[src/rtl/dmem_arbiter_if.sv]
// rtl/dmem_arbiter_if.sv - requester and memory bus bundle for the data memory arbiter
//
// Purpose: groups requester A (load/store), requester B (weight-fetch bursts)
// and the single-port data memory pins into one interface.
// Modports:
//   slave  - arbiter side: samples requests and mem_rdata, drives grants,
//            responses, memory pins and busy.
//   master - environment side: requesters and memory.
// Signals:
//   a_req/a_we/a_addr/a_wdata -> ; a_gnt/a_rvalid/a_rdata <-
//   b_req/b_addr/b_len -> ; b_gnt/b_rvalid/b_rdata/b_done <-
//   mem_writeEn/mem_readEn/mem_addr/mem_wdata <- ; mem_rdata ->
//   busy <-

interface dmem_arbiter_if #(
    parameter int IN_BUS_WIDTH    = 32,
    parameter int MEMORY_WIDTH    = 32,
    parameter int BURST_LEN_WIDTH = 8
);
    logic                       a_req;
    logic                       a_we;
    logic [IN_BUS_WIDTH-1:0]    a_addr;
    logic [MEMORY_WIDTH-1:0]    a_wdata;
    logic                       a_gnt;
    logic                       a_rvalid;
    logic [MEMORY_WIDTH-1:0]    a_rdata;

    logic                       b_req;
    logic [IN_BUS_WIDTH-1:0]    b_addr;
    logic [BURST_LEN_WIDTH-1:0] b_len;
    logic                       b_gnt;
    logic                       b_rvalid;
    logic [MEMORY_WIDTH-1:0]    b_rdata;
    logic                       b_done;

    logic                       mem_writeEn;
    logic                       mem_readEn;
    logic [IN_BUS_WIDTH-1:0]    mem_addr;
    logic [MEMORY_WIDTH-1:0]    mem_wdata;
    logic [MEMORY_WIDTH-1:0]    mem_rdata;

    logic                       busy;

    modport slave (
        input  a_req, a_we, a_addr, a_wdata,
        output a_gnt, a_rvalid, a_rdata,
        input  b_req, b_addr, b_len,
        output b_gnt, b_rvalid, b_rdata, b_done,
        output mem_writeEn, mem_readEn, mem_addr, mem_wdata,
        input  mem_rdata,
        output busy
    );

    modport master (
        output a_req, a_we, a_addr, a_wdata,
        input  a_gnt, a_rvalid, a_rdata,
        output b_req, b_addr, b_len,
        input  b_gnt, b_rvalid, b_rdata, b_done,
        input  mem_writeEn, mem_readEn, mem_addr, mem_wdata,
        output mem_rdata,
        input  busy
    );
endinterface

[src/rtl/dmem_arbiter.sv]
// rtl/dmem_arbiter.sv - two-requester arbiter in front of a single-port data memory
//
// Purpose: shares one combinational-read data memory between requester A
// (single-word loads/stores, fixed higher priority) and requester B
// (read-only bursts). Read data is registered before being returned.
// Ports:
//   CLK  - clock, everything on posedge
//   RST  - synchronous active-high reset
//   bus  - dmem_arbiter_if.slave: A/B request+response channels, memory pins, busy
// Configuration:
//   DMEM_ARB_PREEMPT_EN - when defined, an A request pauses a running burst for
//                         one A access, after which the burst resumes in place.

module dmem_arbiter #(
    parameter int IN_BUS_WIDTH    = 32,
    parameter int MEMORY_WIDTH    = 32,
    parameter int BURST_LEN_WIDTH = 8
) (
    input  logic               CLK,
    input  logic               RST,
    dmem_arbiter_if.slave      bus
);
    typedef enum logic [1:0] {IDLE, A_ACC, B_LOAD, B_BURST} state_t;

    state_t                     state_q,    state_d;
    logic                       resume_q,   resume_d;   // A_ACC returns into B_BURST
    logic [IN_BUS_WIDTH-1:0]    addr_q,     addr_d;
    logic [BURST_LEN_WIDTH-1:0] cnt_q,      cnt_d;
    logic                       a_rvalid_q, a_rvalid_d;
    logic [MEMORY_WIDTH-1:0]    a_rdata_q,  a_rdata_d;
    logic                       b_rvalid_q, b_rvalid_d;
    logic [MEMORY_WIDTH-1:0]    b_rdata_q,  b_rdata_d;
    logic                       b_done_q,   b_done_d;

    always_comb begin
        state_d         = state_q;
        resume_d        = resume_q;
        addr_d          = addr_q;
        cnt_d           = cnt_q;
        a_rvalid_d      = 1'b0;
        a_rdata_d       = a_rdata_q;
        b_rvalid_d      = 1'b0;
        b_rdata_d       = b_rdata_q;
        b_done_d        = 1'b0;
        bus.a_gnt       = 1'b0;
        bus.b_gnt       = 1'b0;
        bus.mem_writeEn = 1'b0;
        bus.mem_readEn  = 1'b0;
        bus.mem_addr    = '0;
        bus.mem_wdata   = '0;

        case (state_q)
            IDLE: begin
                resume_d = 1'b0;
                if (bus.a_req) begin
                    state_d = A_ACC;
                end else if (bus.b_req) begin
                    state_d = B_LOAD;
                end
            end

            A_ACC: begin
                bus.a_gnt    = 1'b1;
                bus.mem_addr = bus.a_addr;
                if (bus.a_we) begin
                    bus.mem_writeEn = 1'b1;
                    bus.mem_wdata   = bus.a_wdata;
                end else begin
                    bus.mem_readEn = 1'b1;
                    a_rvalid_d     = 1'b1;
                    a_rdata_d      = bus.mem_rdata;
                end
                // a_req is still the request just served, so only B can be
                // arbitrated here; this lets a waiting B be granted right away.
                resume_d = 1'b0;
                if (resume_q) begin
                    state_d = B_BURST;
                end else if (bus.b_req) begin
                    state_d = B_LOAD;
                end else begin
                    state_d = IDLE;
                end
            end

            B_LOAD: begin
                bus.b_gnt = 1'b1;
                addr_d    = bus.b_addr;
                cnt_d     = bus.b_len;
                if (bus.b_len == '0) begin
                    b_done_d = 1'b1;
                    state_d  = IDLE;
                end else begin
                    state_d = B_BURST;
                end
            end

            B_BURST: begin
                bus.mem_readEn = 1'b1;
                bus.mem_addr   = addr_q;
                addr_d         = addr_q + IN_BUS_WIDTH'(1);
                cnt_d          = cnt_q - BURST_LEN_WIDTH'(1);
                b_rvalid_d     = 1'b1;
                b_rdata_d      = bus.mem_rdata;
                if (cnt_q == BURST_LEN_WIDTH'(1)) begin
                    b_done_d = 1'b1;
                    state_d  = IDLE;
                end
`ifdef DMEM_ARB_PREEMPT_EN
                // The word read this cycle still completes; the pause starts
                // next cycle with addr/cnt already pointing at the next word.
                if (bus.a_req) begin
                    state_d  = A_ACC;
                    resume_d = (cnt_q != BURST_LEN_WIDTH'(1));
                end
`endif
            end

            default: state_d = IDLE;
        endcase
    end

    always_ff @(posedge CLK) begin
        if (RST) begin
            state_q    <= IDLE;
            resume_q   <= 1'b0;
            addr_q     <= '0;
            cnt_q      <= '0;
            a_rvalid_q <= 1'b0;
            a_rdata_q  <= '0;
            b_rvalid_q <= 1'b0;
            b_rdata_q  <= '0;
            b_done_q   <= 1'b0;
        end else begin
            state_q    <= state_d;
            resume_q   <= resume_d;
            addr_q     <= addr_d;
            cnt_q      <= cnt_d;
            a_rvalid_q <= a_rvalid_d;
            a_rdata_q  <= a_rdata_d;
            b_rvalid_q <= b_rvalid_d;
            b_rdata_q  <= b_rdata_d;
            b_done_q   <= b_done_d;
        end
    end

    assign bus.a_rvalid = a_rvalid_q;
    assign bus.a_rdata  = a_rdata_q;
    assign bus.b_rvalid = b_rvalid_q;
    assign bus.b_rdata  = b_rdata_q;
    assign bus.b_done   = b_done_q;
    assign bus.busy     = (state_q != IDLE);
endmodule
[src/flat_wrapper.sv]
// flat-port wrapper written by rule: the top's interface ports become plain ports
module dmem_arbiter_flat 
#(
    parameter int IN_BUS_WIDTH    = 32,
    parameter int MEMORY_WIDTH    = 32,
    parameter int BURST_LEN_WIDTH = 8
)
  (CLK, RST, bus_a_req, bus_a_we, bus_a_addr, bus_a_wdata, bus_a_gnt, bus_a_rvalid, bus_a_rdata, bus_b_req, bus_b_addr, bus_b_len, bus_b_gnt, bus_b_rvalid, bus_b_rdata, bus_b_done, bus_mem_writeEn, bus_mem_readEn, bus_mem_addr, bus_mem_wdata, bus_mem_rdata, bus_busy);
  dmem_arbiter_if #(.IN_BUS_WIDTH(IN_BUS_WIDTH), .MEMORY_WIDTH(MEMORY_WIDTH), .BURST_LEN_WIDTH(BURST_LEN_WIDTH)) bus_i ();
  input  logic CLK;
  input  logic RST;
  input wire logic [$bits(bus_i.a_req)-1:0] bus_a_req;
  input wire logic [$bits(bus_i.a_we)-1:0] bus_a_we;
  input wire logic [$bits(bus_i.a_addr)-1:0] bus_a_addr;
  input wire logic [$bits(bus_i.a_wdata)-1:0] bus_a_wdata;
  output wire logic [$bits(bus_i.a_gnt)-1:0] bus_a_gnt;
  output wire logic [$bits(bus_i.a_rvalid)-1:0] bus_a_rvalid;
  output wire logic [$bits(bus_i.a_rdata)-1:0] bus_a_rdata;
  input wire logic [$bits(bus_i.b_req)-1:0] bus_b_req;
  input wire logic [$bits(bus_i.b_addr)-1:0] bus_b_addr;
  input wire logic [$bits(bus_i.b_len)-1:0] bus_b_len;
  output wire logic [$bits(bus_i.b_gnt)-1:0] bus_b_gnt;
  output wire logic [$bits(bus_i.b_rvalid)-1:0] bus_b_rvalid;
  output wire logic [$bits(bus_i.b_rdata)-1:0] bus_b_rdata;
  output wire logic [$bits(bus_i.b_done)-1:0] bus_b_done;
  output wire logic [$bits(bus_i.mem_writeEn)-1:0] bus_mem_writeEn;
  output wire logic [$bits(bus_i.mem_readEn)-1:0] bus_mem_readEn;
  output wire logic [$bits(bus_i.mem_addr)-1:0] bus_mem_addr;
  output wire logic [$bits(bus_i.mem_wdata)-1:0] bus_mem_wdata;
  input wire logic [$bits(bus_i.mem_rdata)-1:0] bus_mem_rdata;
  output wire logic [$bits(bus_i.busy)-1:0] bus_busy;
  assign bus_i.a_req = bus_a_req;
  assign bus_i.a_we = bus_a_we;
  assign bus_i.a_addr = bus_a_addr;
  assign bus_i.a_wdata = bus_a_wdata;
  assign bus_a_gnt = bus_i.a_gnt;
  assign bus_a_rvalid = bus_i.a_rvalid;
  assign bus_a_rdata = bus_i.a_rdata;
  assign bus_i.b_req = bus_b_req;
  assign bus_i.b_addr = bus_b_addr;
  assign bus_i.b_len = bus_b_len;
  assign bus_b_gnt = bus_i.b_gnt;
  assign bus_b_rvalid = bus_i.b_rvalid;
  assign bus_b_rdata = bus_i.b_rdata;
  assign bus_b_done = bus_i.b_done;
  assign bus_mem_writeEn = bus_i.mem_writeEn;
  assign bus_mem_readEn = bus_i.mem_readEn;
  assign bus_mem_addr = bus_i.mem_addr;
  assign bus_mem_wdata = bus_i.mem_wdata;
  assign bus_i.mem_rdata = bus_mem_rdata;
  assign bus_busy = bus_i.busy;
  dmem_arbiter #(.IN_BUS_WIDTH(IN_BUS_WIDTH), .MEMORY_WIDTH(MEMORY_WIDTH), .BURST_LEN_WIDTH(BURST_LEN_WIDTH)) u_core (.CLK(CLK), .RST(RST), .bus(bus_i));
endmodule
[config.mk]
export PLATFORM = sky130hd
export DESIGN_NAME = dmem_arbiter_flat
export DESIGN_NICKNAME = d
export VERILOG_FILES = /design/src/rtl/dmem_arbiter_if.sv /design/src/rtl/dmem_arbiter.sv /design/src/flat_wrapper.sv
export SDC_FILE = /design/constraint.sdc
export NUM_CORES = 1
export LEC_CHECK = 0
export BUFFER_PORTS_ARGS = -buffer_cell sky130_fd_sc_hd__buf_2
export CORE_ASPECT_RATIO = 0.9
export CORE_UTILIZATION = 30
export DETAILED_ROUTE_END_ITERATION = 10
export GPL_TIMING_DRIVEN = 0
export PLACE_DENSITY = 0.54
export SYNTH_ARGS = -nofsm -noshare
export SYNTH_HDL_FRONTEND = slang
export SYNTH_SLANG_ARGS = --single-unit
export TNS_END_PERCENT = 10
[constraint.sdc]
create_clock -name CLK -period 2.37 [get_ports CLK]
set_clock_uncertainty 0.2 [all_clocks]
set_input_delay 0.474 -clock CLK [delete_from_list [all_inputs] [get_ports CLK]]
set_output_delay 0.474 -clock CLK [all_outputs]
set_load 0.03 [all_outputs]
==> Yosys cells after proc, flatten, opt, wreduce, memory -nomap -nowiden <==
Index checks and enable logic that the tools add are counted.
{ "classes": {"add_sub_neg": 2, "eq_ne": 6, "muxes": 21, "n_bitwise": 2, "n_reduce_logical": 7} }
{ "op_table": {"columns": ["cell", "count"], "rows": [
  ["$pmux W32 S2", 2],
  ["$mux W32", 2],
  ["$add A32 B1 Y32 const B", 1],
  ["$pmux W8 S2", 1],
  ["$mux W2", 5],
  ["$eq A8 B1 Y1 const B", 1],
  ["$logic_not A8 Y1", 1],
  ["$mux W1", 8],
  ["$pmux W2 S4", 1],
  ["$sub A8 B1 Y8 const B", 1],
  ["$eq A2 B2 Y1 const B", 2],
  ["$pmux W1 S2", 2],
  ["$reduce_and A2 Y1", 2],
  ["$reduce_bool A2 Y1", 2],
  ["$ne A3 B3 Y1 const B", 1],
  ["$eq A2 B1 Y1 const B", 1],
  ["$logic_not A2 Y1", 1],
  ["$ne A2 B1 Y1 const B", 1],
  ["$not A1 Y1", 2],
  ["$reduce_or A2 Y1", 1]
]} }
{ "word_totals": {"regBits": 109, "inputBits": 141, "output_inout_bits": 136, "elab_cells": 46} }

==> Logic depth before layout (Yosys ltp) <==
Gate-level depths: netlist of the first run.
{ "depth": {"depth_word": 3, "ltp_mapped": 8} }

==> Least setup slack after synthesis of the first run <==
OpenSTA, ideal clock, no wires.
{ "synth_path": {"kind": "reg2out", "startpoint": "register u_core.state_q[1]", "endpoint": "output port bus_mem_addr[0]", "arrival_time_ns": 1.897, "slack_ns": -0.201, "path_stages_with_launch": 6, "path_cell_list": "dfxtp_1 > clkbuf_1 > clkbuf_1 > buf_1 > mux2i_1 > nor2_1"} }
{ "synth_via": {"elab_chain_cells": 2, "word_cells_on_any_way": 3, "classes_between": "eq/ne: 2; mux: 1"} }
{ "synth_lines": {"columns": ["element", "line_no", "rtl"], "rows": [
  ["from (decl)", "dmem_arbiter.sv:25", "state_t state_q, state_d;"],
  ["from (signal assigned)", "dmem_arbiter.sv:134", "state_q <= state_d;"],
  ["$eq A2 B2 Y1 / $eq A2 B1 Y1 (equally long branches)", "dmem_arbiter.sv:52", "case (state_q)"],
  ["$pmux W32 S2 (*)", "dmem_arbiter.sv:52", null],
  ["to (decl)", "flat_wrapper.sv:28", "output wire logic [$bits(bus_i.mem_addr)-1:0] bus_mem_addr;"]
]} }
Mark *: on every way between the ends. The rest lies on a longest branch, timed or not.

==> Worst setup path in the final report of the first run <==
{ "layout_path": {"startpoint": "register u_core.state_q[0]", "endpoint": "output port bus_mem_wdata[20]"} }
{ "layout_via": {"elab_chain_cells": 2} }
{ "layout_lines": {"columns": ["element", "line_no", "rtl"], "rows": [
  ["$eq A2 B1 Y1", "dmem_arbiter.sv:52", null],
  ["$mux W32", "dmem_arbiter.sv:52", null],
  ["to (decl)", "flat_wrapper.sv:29", "output wire logic [$bits(bus_i.mem_wdata)-1:0] bus_mem_wdata;"]
]} }
No other way between the ends.

==> results of run 1 <==
final cells by class:
class / count / area (sq um)
clock buffers: 9 / 225
multi-input cells: 569 / 3290
inverters: 12 / 51.3
plain buffers: 60 / 395
clock inverters: 7 / 70.1
fillers: 1860 / 9660
well taps: 240 / 300
flip-flops and latches: 109 / 2210
repair buffers: 288 / 1690
power breakdown:
part           switching [uW]  leakage [uW]  internal [uW]  total (uW)
Sequential                106      0.000892           1920        2030
Combinational             752       0.00255            473        1220
Clock                     768      0.000141            741        1510
metal layers:
layer  part of all wire  up-vias
met5                  0        -
li1                   -     3259
met3              0.072       25
met4              0.018        0
met1               0.44     3106
met2               0.47      293
cell usage after synthesis (all sizes together), types with 13 or more instances:
cell type,number,area [sq um]
dfxtp,109,2180
a31oi,13,81.3
nand2,155,582
mux2i,36,360
clkbuf,44,165
nand4,14,87.6
a21oi,87,435
o21ai,19,95.1
a22oi,20,150
and3,40,250
nand3,21,110
nor2,71,267
buf,18,73.8
stage by stage:
step                std cells  area [sq um]  setup TNS, ns  utilization
floorplan                 752          5580          -1.49            -
global placement         1267          7250         -56.40        0.405
detailed placement       1267          7250         -58.29        0.405
CTS                      1293          8030        -0.0458        0.449
global route             1294          8240         -0.638        0.460
finish                   1294          8240        -0.0100        0.460
cell families (layout without fill, tap and decap cells):
group / after synthesis / count (layout) / synth area share
buffers and inverters: 74 / 376 / 0.0509
AND/OR/NAND/NOR: 352 / 352 / 0.292
adder cells (fa/ha/maj): 3 / 3 / 0.00673
XOR/XNOR: 4 / 4 / 0.00628
AO/OA/AOI/OAI: 172 / 172 / 0.184
flip-flops: 109 / 109 / 0.391
multiplexers: 38 / 38 / 0.0687
cell usage in the layout, fill, tap and decap left out, types with 3 or more instances in the layout:
master and instances:
buf_2 243, nand2_1 155, dfxtp_1 98, a21oi_1 86
nor2_1 64, mux2i_1 35, buf_6 30, clkbuf_1 30
and3_1 26, buf_4 23, a22oi_1 20, o21ai_0 19
nand3_1 17, and3_4 14, nand4_1 14, a31oi_1 13
nor3_1 11, clkbuf_16 10, inv_1 10, a211oi_1 10
nor4_1 8, buf_8 7, buf_1 7, o211ai_1 7
dfxtp_4 7, or3_1 6, or4_1 6, nor2b_1 5
clkbuf_8 4, nor2_2 4, dfxtp_2 4, nor2_4 3
and4_1 3, o31ai_1 3, clkinv_4 3
path summary, 6_finish.rpt:
check / startpoint / to / slack [ns]
setup / recovery: u_core.state_q[0] / bus_mem_wdata[20] / -0.007
hold / removal: bus_mem_rdata[30] / u_core.bus.b_rdata[30] / 0.16
setup reg to reg: u_core.addr_q[3] / u_core.addr_q[29] / 0
hold reg to reg: u_core.bus.a_rdata[12] / u_core.bus.a_rdata[12] / 0.25
registers in the layout, indices dropped and copies added (netlist names):
signal	flops
u_core.cnt_q	8
u_core.bus.b_rdata	32
u_core.state_q	2
u_core.addr_q	32
u_core.bus.b_done	1
u_core.bus.a_rdata	32
u_core.bus.b_rvalid	1
u_core.bus.a_rvalid	1
worst register-to-register path: stages, from the launching register on:
cell	delay [ns]
dfxtp_4	0.39
nand4_1	0.18
or4_4	0.53
or3_4	0.38
or4b_4	0.50
a21oi_2	0.14
repair_timing:
item	in CTS	in global routing
cloned	3	0
gates resized for setup	128	77
buffers inserted	8	2
hold endpoints to repair	0	0
pin swaps	7	11
endpoints found under the setup margin	160	65
==> results.py, run 1 <==
metrics = {
    "synth": {
        "netlist_area_sq_um": 5580,
        "avgSynthCellArea_sq_um": 7.42,
        "synth_cell_types": 47,
        "syn-num-nets": 896,
        "ys_seq_area_frac": 0.391,
        "syn_inst": 752,
        "synth_flop_cell": "dfxtp_1",
        "yosys_warnings": 0,
        "synth_edf_count": 0,
        "ys_ff_latch": 109,
        "async_flop_share": 0,
    },
    "floorplanning": {
        "die_y_um": 131,
        "coreArea_sq_um": 17900,
        "fp-row-count": 46,
        "dieArea_sq_um": 19100,
        "fp.dieW_um": 146,
        "start_util": 0.312,
        "ioPinCount": 277,
    },
    "cts": {
        "worstSkewPairLatency_ns": 0.35,
        "h-tree-depth": 3,
        "cts_buffer_depth": 2,
        "cts.clk_slew.worst_paths_ns": 0.08,
        "cts_hold_buf": 0,
        "root_buffer": "clkbuf_16",
        "numClockSinks": 109,
        "cts_tree": "done",
        "numCtsBuffers": 9,
    },
    "grt": {
        "busiest_layer": "met2",
        "grt_pass1_vias": 6175,
        "use_met1": 0.326,
        "grt_pass1_wl_um": 36600,
        "grt_max_degree": 21,
        "overflow": 0,
        "grtUsageTotal": 0.246,
        "antenna_found_initial": 0,
        "grtUsageMet3": 0.0438,
        "use_met2": 0.406,
    },
    "timing": {
        "worst_pin_slew_ns": 0.698,
        "final_max_slew_viol_count": 0,
        "hold_slack_ns": 0.163,
        "period_needed_ns": 2.38,
        "worst_slack_ns": -0.00738,
        "hold_viol": 0,
        "slew_headroom": 0.530,
        "rsz0062_at_grt": "yes",
        "fin_crit_sh": 1.00,
        "fmax_mhz": 421,
        "setup_viol": 2,
    },
    "placed_design": {
        "dp_slack_ns": -0.851,
        "numPortBuffers": 275,
        "gp_congestion": 0.851,
        "dp_hpwl_um": 18000,
    },
    "critical_path": {
        "critPathKind": "reg -> out",
        "cp_top_family": "buffers and inverters",
        "slowest_stage": "dfxtp_4",
        "cp.depth": 7,
        "cp_num_buf_inv": 5,
        "critPathCaptureType": "output port",
        "worstPathArrival_ns": 1.70,
        "crit_chain": "inv_6, clkbuf_16, nor2_4, buf_12, clkbuf_8, and3_1, buf_2",
        "max_stage_delay_ns": 0.40,
        "rr_worst_depth": 5,
        "critical_path_required_ns": 1.70,
        "start_kind": "flop",
        "critPathMaxFanout": 10,
    },
    "job": {
        "cap_violations": 0,
    },
    "final_layout": {
        "final_nets": 1193,
        "antenna_cells": 0,
        "drive_gt1_frac": 0.358,
        "syn2layout_area_growth_pct": 47.7,
    },
    "status": {
        "outcome": "finished, violations left",
        "violations": "setup timing",
    },
    "routing": {
        "drt_iter0_markers": 459,
        "first_pass_iters": 5,
        "num_vias": 6683,
        "routed_wirelength_um": 23900,
        "vias_per_cell": 5.16,
        "routedWlPerCell_um": 18.5,
        "antenna_left": 0,
        "drcViolationCount": 0,
    },
    "min_path": {
        "hold_depth": 3,
        "hp-class": "in -> reg",
    },
    "power_and_ir_drop": {
        "peakVddDrop_v": 0.000368,
        "power_density_nw_per_um2": 578,
        "power_uw": 4760,
        "p_leak_uw": 0.00358,
    },
}
No activity file was read; power rests on OpenSTA's default activity.
==> run 2, diff against run 1 <==
--- a/config.mk
+++ b/config.mk
@@ -10,7 +10,7 @@
 export CORE_UTILIZATION = 30
 export DETAILED_ROUTE_END_ITERATION = 10
 export GPL_TIMING_DRIVEN = 0
-export PLACE_DENSITY = 0.54
+export PLACE_DENSITY = 0.6
 export SYNTH_ARGS = -nofsm -noshare
 export SYNTH_HDL_FRONTEND = slang
 export SYNTH_SLANG_ARGS = --single-unit
==> constraint.sdc (replaced) <==
create_clock -name CLK -period 2.7 [get_ports CLK]
set_clock_uncertainty 0.2 [all_clocks]
set_input_delay 0.54 -clock CLK [delete_from_list [all_inputs] [get_ports CLK]]
set_output_delay 0.54 -clock CLK [all_outputs]
set_load 0.03 [all_outputs]
==> run 2 against run 1 <==
  * The run now ends clean
  * Sequential power shrank 12%
  * Global-route usage shrank 0.97 points
  * Clock-buffer cell count grew 2
  * Worst setup slack gained 0.074 ns
  * Sequential cell count is the same
  * Power shrank 13%
  * Die area is the same
  * Register-to-register slack gained 0.15 ns
  * Cell count shrank 0.62%
  * Critical path depth shrank 2
  * Combinational power shrank 19%
  * Critical endpoint is now bus_mem_writeEn
==> results.py, run 2 (same netlist as run 1, synthesis figures left out) <==
metrics = {
    "status": {
        "outcome": "finished clean",
    },
    "power_and_ir_drop": {
        "power_density_nw_per_um2": 541,
        "p_leak_uw": 0.00347,
        "peakVddDrop_v": 0.000293,
        "power_uw": 4160,
    },
    "placed_design": {
        "dp_hpwl_um": 17800,
        "numPortBuffers": 275,
        "dpl_cell_area_sq_um": 7250,
        "gp_congestion": 0.911,
    },
    "floorplanning": {
        "fp-row-count": 46,
        "start_util": 0.312,
        "dieArea_sq_um": 19100,
        "coreArea_sq_um": 17900,
        "ioPinCount": 277,
        "fp.dieW_um": 146,
        "die_y_um": 131,
    },
    "final_layout": {
        "regArea_sq_um": 2190,
        "mostFrequentLayoutCell": "buf_2",
        "final_cell_mix": "281 x buf_2, 155 x nand2_1, 106 x dfxtp_1, 87 x a21oi_1, 69 x nor2_1",
        "drive_gt1_frac": 0.318,
        "multi_input_area_sq_um": 3150,
        "finalInstanceArea_sq_um": 7690,
        "syn2layout_area_growth_pct": 38.0,
        "fillCellCount": 1914,
        "final_nets": 1183,
    },
    "routing": {
        "vias_per_cell": 5.15,
        "antenna_left": 0,
        "routedWlPerCell_um": 18.1,
        "first_pass_iters": 6,
        "routed_wirelength_um": 23300,
        "num_vias": 6629,
        "drt_iter0_markers": 521,
        "drcViolationCount": 0,
    },
    "critical_path": {
        "worstPathArrival_ns": 1.89,
        "critPathCaptureType": "output port",
        "slowest_stage": "dfxtp_2",
        "critPathMaxFanout": 10,
        "start_kind": "flop",
        "critical_path_required_ns": 1.96,
        "critPathKind": "reg -> out",
        "crit_chain": "clkinv_2, clkbuf_2, clkbuf_4, and3_1, buf_2",
        "max_stage_delay_ns": 0.35,
    },
    "timing": {
        "worst_pin_slew_ns": 0.928,
        "setup_viol": 0,
        "tns_ns": 0,
        "slew_headroom": 0.379,
        "hold_viol": 0,
        "final_max_slew_viol_count": 0,
        "period_needed_ns": 2.63,
        "fin_crit_sh": 0.975,
        "fmax_mhz": 380,
    },
    "cts": {
        "h-tree-depth": 3,
        "cts.clk_slew.worst_paths_ns": 0.08,
        "worstSkewPairLatency_ns": 0.35,
        "numClockSinks": 109,
        "numCtsBuffers": 9,
        "cts_hold_buf": 0,
        "cts_tree": "done",
        "cts_buffer_depth": 2,
        "root_buffer": "clkbuf_16",
    },
    "job": {
        "cap_violations": 0,
    },
    "grt": {
        "grt_max_degree": 19,
        "grt_pass1_wl_um": 34700,
        "overflow": 0,
        "grtUsageTotal": 0.236,
        "grt_pass1_vias": 5945,
        "antenna_found_initial": 2,
    },
    "min_path": {
        "hp-class": "in -> reg",
    },
}
[run 2: cell types whose count changed in the layout (fill, tap and decap cells not counted), moves of 4 or more]
cell,change
dfxtp_4,-6
and3_1,+14
buf_2,+38
buf_8,-6
clkbuf_4,+4
dfxtp_1,+8
clkbuf_2,+4
nor2_1,+5
buf_4,-15
nor2_2,-4
buf_6,-30
and3_4,-14
[run 2: cell type report]
cell class / count / area share
Antenna cell: 2 / 0.000651
Buffer: 60 / 0.0384
Clock buffer: 11 / 0.0315
Clock inverter: 5 / 0.00846
Inverter: 12 / 0.00602
Multi-Input combinational cell: 569 / 0.409
Sequential cell: 109 / 0.284
Tap cell: 240 / 0.0390
Timing Repair Buffer: 278 / 0.182
[run 2: report_power, final]
part,total [uW],switching [uW],internal [uW]
clock network,1400,643,759
logic,985,640,346
registers,1780,88.3,1690
total,4160,1370,2790
[run 2: through the flow]
| step | std cells | hold slack (ns) | worst slack, ns | util |
|---|---|---|---|---|
| after floorplan | 752 | 0.275 | 0.0626 | - |
| after global placement | 1267 | 0.239 | -0.633 | 0.405 |
| after detailed placement | 1267 | 0.243 | -0.619 | 0.405 |
| after CTS | 1281 | 0.213 | 0.00285 | 0.426 |
| after global routing | 1286 | 0.220 | -0.0159 | 0.430 |
| final | 1286 | 0.228 | 0.0665 | 0.430 |
[run 2: worst max-delay path: cells and delay by family (launching register included)]
family                 cells  cell delay (ns)
buffers and inverters      4             0.95
flip-flops                 1             0.35
AND/OR/NAND/NOR            1             0.24
[run 2: per-layer routing]
metal  track usage  wire length (um)
met1         0.310             10000
met2         0.373             10600
met3        0.0472              1870
met4         0.102               752
met5             0                 0
[run 2: path summary, 6_finish.rpt]
check	from	endpoint	slack, ns	cells after the start
worst min-delay path	bus_mem_rdata[1]	u_core.bus.a_rdata[1]	0.23	3
worst min register to register	u_core.bus.a_rdata[22]	u_core.bus.a_rdata[22]	0.25	2
worst max-delay path	u_core.state_q[1]	bus_mem_writeEn	0.07	5
worst max register to register	u_core.addr_q[3]	u_core.addr_q[29]	0.15	5
[run 2: repair_timing]
item / 4_1_cts / 5_1_grt
setup endpoints to repair: 72 / 64
resized for setup: 43 / 16
setup buffers: 0 / 3
pin swaps: 0 / 1
==> run 3, diff against run 2 <==
--- a/config.mk
+++ b/config.mk
@@ -6,11 +6,13 @@
 export NUM_CORES = 1
 export LEC_CHECK = 0
 export BUFFER_PORTS_ARGS = -buffer_cell sky130_fd_sc_hd__buf_2
+export CELL_PAD_IN_SITES_DETAIL_PLACEMENT = 0
+export CELL_PAD_IN_SITES_GLOBAL_PLACEMENT = 2
 export CORE_ASPECT_RATIO = 0.9
-export CORE_UTILIZATION = 30
+export CORE_UTILIZATION = 24
 export DETAILED_ROUTE_END_ITERATION = 10
 export GPL_TIMING_DRIVEN = 0
-export PLACE_DENSITY = 0.6
+export PLACE_DENSITY = 0.84
 export SYNTH_ARGS = -nofsm -noshare
 export SYNTH_HDL_FRONTEND = slang
 export SYNTH_SLANG_ARGS = --single-unit
==> run 3 against run 2 <==
  * Cell count is 4.5% higher
  * Power is 0.45% lower
  * Non-clock buffer count is 1 higher
  * Largest cell class unchanged
  * Largest power group unchanged
  * Highest routed layer unchanged
==> results.py, run 3 (same netlist as run 1, synthesis figures left out) <==
metrics = {
    "final_layout": {
        "final_cell_mix": "283 x buf_2, 155 x nand2_1, 104 x dfxtp_1, 87 x a21oi_1, 68 x nor2_1",
        "finalInstanceArea_sq_um": 7760,
        "syn2layout_area_growth_pct": 39.2,
        "mostFrequentLayoutCell": "buf_2",
        "utilization": 0.343,
        "fin_cells": 1344,
        "final_nets": 1184,
        "drive_gt1_frac": 0.322,
    },
    "floorplanning": {
        "fp.dieW_um": 163,
        "fp-row-count": 52,
        "dieArea_sq_um": 23900,
        "coreArea_sq_um": 22600,
        "start_util": 0.246,
        "ioPinCount": 277,
        "die_y_um": 147,
    },
    "critical_path": {
        "crit_start": "u_core.state_q[0]",
        "rr_worst_depth": 5,
        "worstPathArrival_ns": 1.88,
        "reg2reg_from": "u_core.addr_q[0]",
        "max_stage_delay_ns": 0.42,
        "start_kind": "flop",
        "critPathMaxFanout": 10,
        "critPathCaptureType": "output port",
        "crit_chain": "inv_1, buf_6, nor2_4, clkbuf_4, and3_1, buf_4",
        "slowest_stage": "dfxtp_4",
        "critical_path_required_ns": 1.96,
        "critPathKind": "reg -> out",
    },
    "cts": {
        "numClockSinks": 109,
        "worstSkewPairLatency_ns": 0.36,
        "cts.clk_slew.worst_paths_ns": 0.09,
        "root_buffer": "clkbuf_16",
        "cts_tree": "done",
        "numCtsBuffers": 9,
        "cts_buffer_depth": 2,
        "h-tree-depth": 3,
    },
    "grt": {
        "grtUsageTotal": 0.198,
        "grt_max_degree": 22,
        "antenna_found_initial": 1,
        "grt_pass1_vias": 5781,
        "grt_pass1_wl_um": 35700,
        "overflow": 0,
    },
    "timing": {
        "period_needed_ns": 2.62,
        "final_max_slew_viol_count": 0,
        "slew_headroom": 0.467,
        "worst_pin_slew_ns": 0.799,
        "fin_crit_sh": 0.969,
        "hold_viol": 0,
        "rsz0062_at_grt": "yes",
        "worst_slack_ns": 0.0832,
        "fmax_mhz": 382,
        "setup_viol": 0,
    },
    "power_and_ir_drop": {
        "power_density_nw_per_um2": 534,
        "p_leak_uw": 0.00349,
        "peakVddDrop_v": 0.000259,
        "power_uw": 4140,
    },
    "placed_design": {
        "dp_hpwl_um": 18600,
        "numPortBuffers": 275,
        "dp_slack_ns": -0.621,
        "dp.cells": 1324,
        "dpl_cell_area_sq_um": 7320,
        "gp_congestion": 0.862,
    },
    "routing": {
        "drcViolationCount": 0,
        "routed_wirelength_um": 24400,
        "drt_iter0_markers": 427,
        "vias_per_cell": 4.90,
        "antenna_left": 0,
        "routedWlPerCell_um": 18.2,
        "num_vias": 6584,
        "first_pass_iters": 4,
    },
    "min_path": {
        "hp-class": "in -> reg",
        "hold_depth": 3,
        "hold_start": "bus_mem_rdata[17]",
    },
    "status": {
        "outcome": "finished clean",
    },
    "job": {
        "cap_violations": 0,
    },
}
[run 3: changes by cell type in the layout (fill, tap and decap cells not counted), moves of 2 or more]
cell,change
clkbuf_4,-3
dfxtp_1,-2
nor4_2,-2
clkbuf_8,-2
buf_6,+3
buf_2,+2
dfxtp_2,+2
clkinv_8,+2
[run 3: worst paths after layout]
check                            to  slack (ns)
max reg2reg       u_core.addr_q[29]        0.09
min          u_core.bus.b_rdata[17]        0.22
max               bus_mem_wdata[10]        0.08
min reg2reg  u_core.bus.a_rdata[21]        0.25
[run 3: report_power, final]
group,switching (uW),internal (uW),total (uW)
Sequential,92.8,1690,1780
Clock,718,660,1380
Combinational,643,342,985
Total,1450,2690,4140
[run 3: metal layers]
layer  part of all wire  routed length (um)  track usage
met4              0.013                 322       0.0435
met5                  0                   0            0
met2               0.46               11300        0.324
met1               0.44               10900        0.264
met3              0.078                1900       0.0426
[run 3: timing repair]
action | CTS | global route
endpoints found under the setup margin | 73 | 63
hold buffers | 0 | 0
buffers inserted | 1 | 2
resized for setup | 44 | 15
pin swaps | 1 | 2
cloned | 0 | 0
[run 3: area by class of cell]
| class | instances | area (sq um) |
|---|---|---|
| diodes | 2 | 5.00 |
| well taps | 297 | 372 |
| fillers | 2495 | 14900 |
| multi-input cells | 569 | 3150 |
| clock buffers | 9 | 225 |
| plain buffers | 61 | 298 |
| flip-flops and latches | 109 | 2190 |
| inverters | 12 | 46.3 |
| repair buffers | 278 | 1400 |
| clock inverters | 7 | 75.1 |
[run 3: per-stage QoR]
| stage | TNS (ns) | hold slack, ns |
|---|---|---|
| final | 0 | 0.216 |
| after detailed placement | -29.77 | 0.244 |
| after floorplan | 0 | 0.275 |
| after CTS | -0.0239 | 0.206 |
| after global routing | -0.00524 | 0.209 |
| after global placement | -32.48 | 0.238 |
[run 3: critical path, delay by kind of cell, from the launching register on]
kind | cells | cell delay [ns]
buf+inv | 4 | 0.69
simple gates | 2 | 0.40
flops | 1 | 0.42
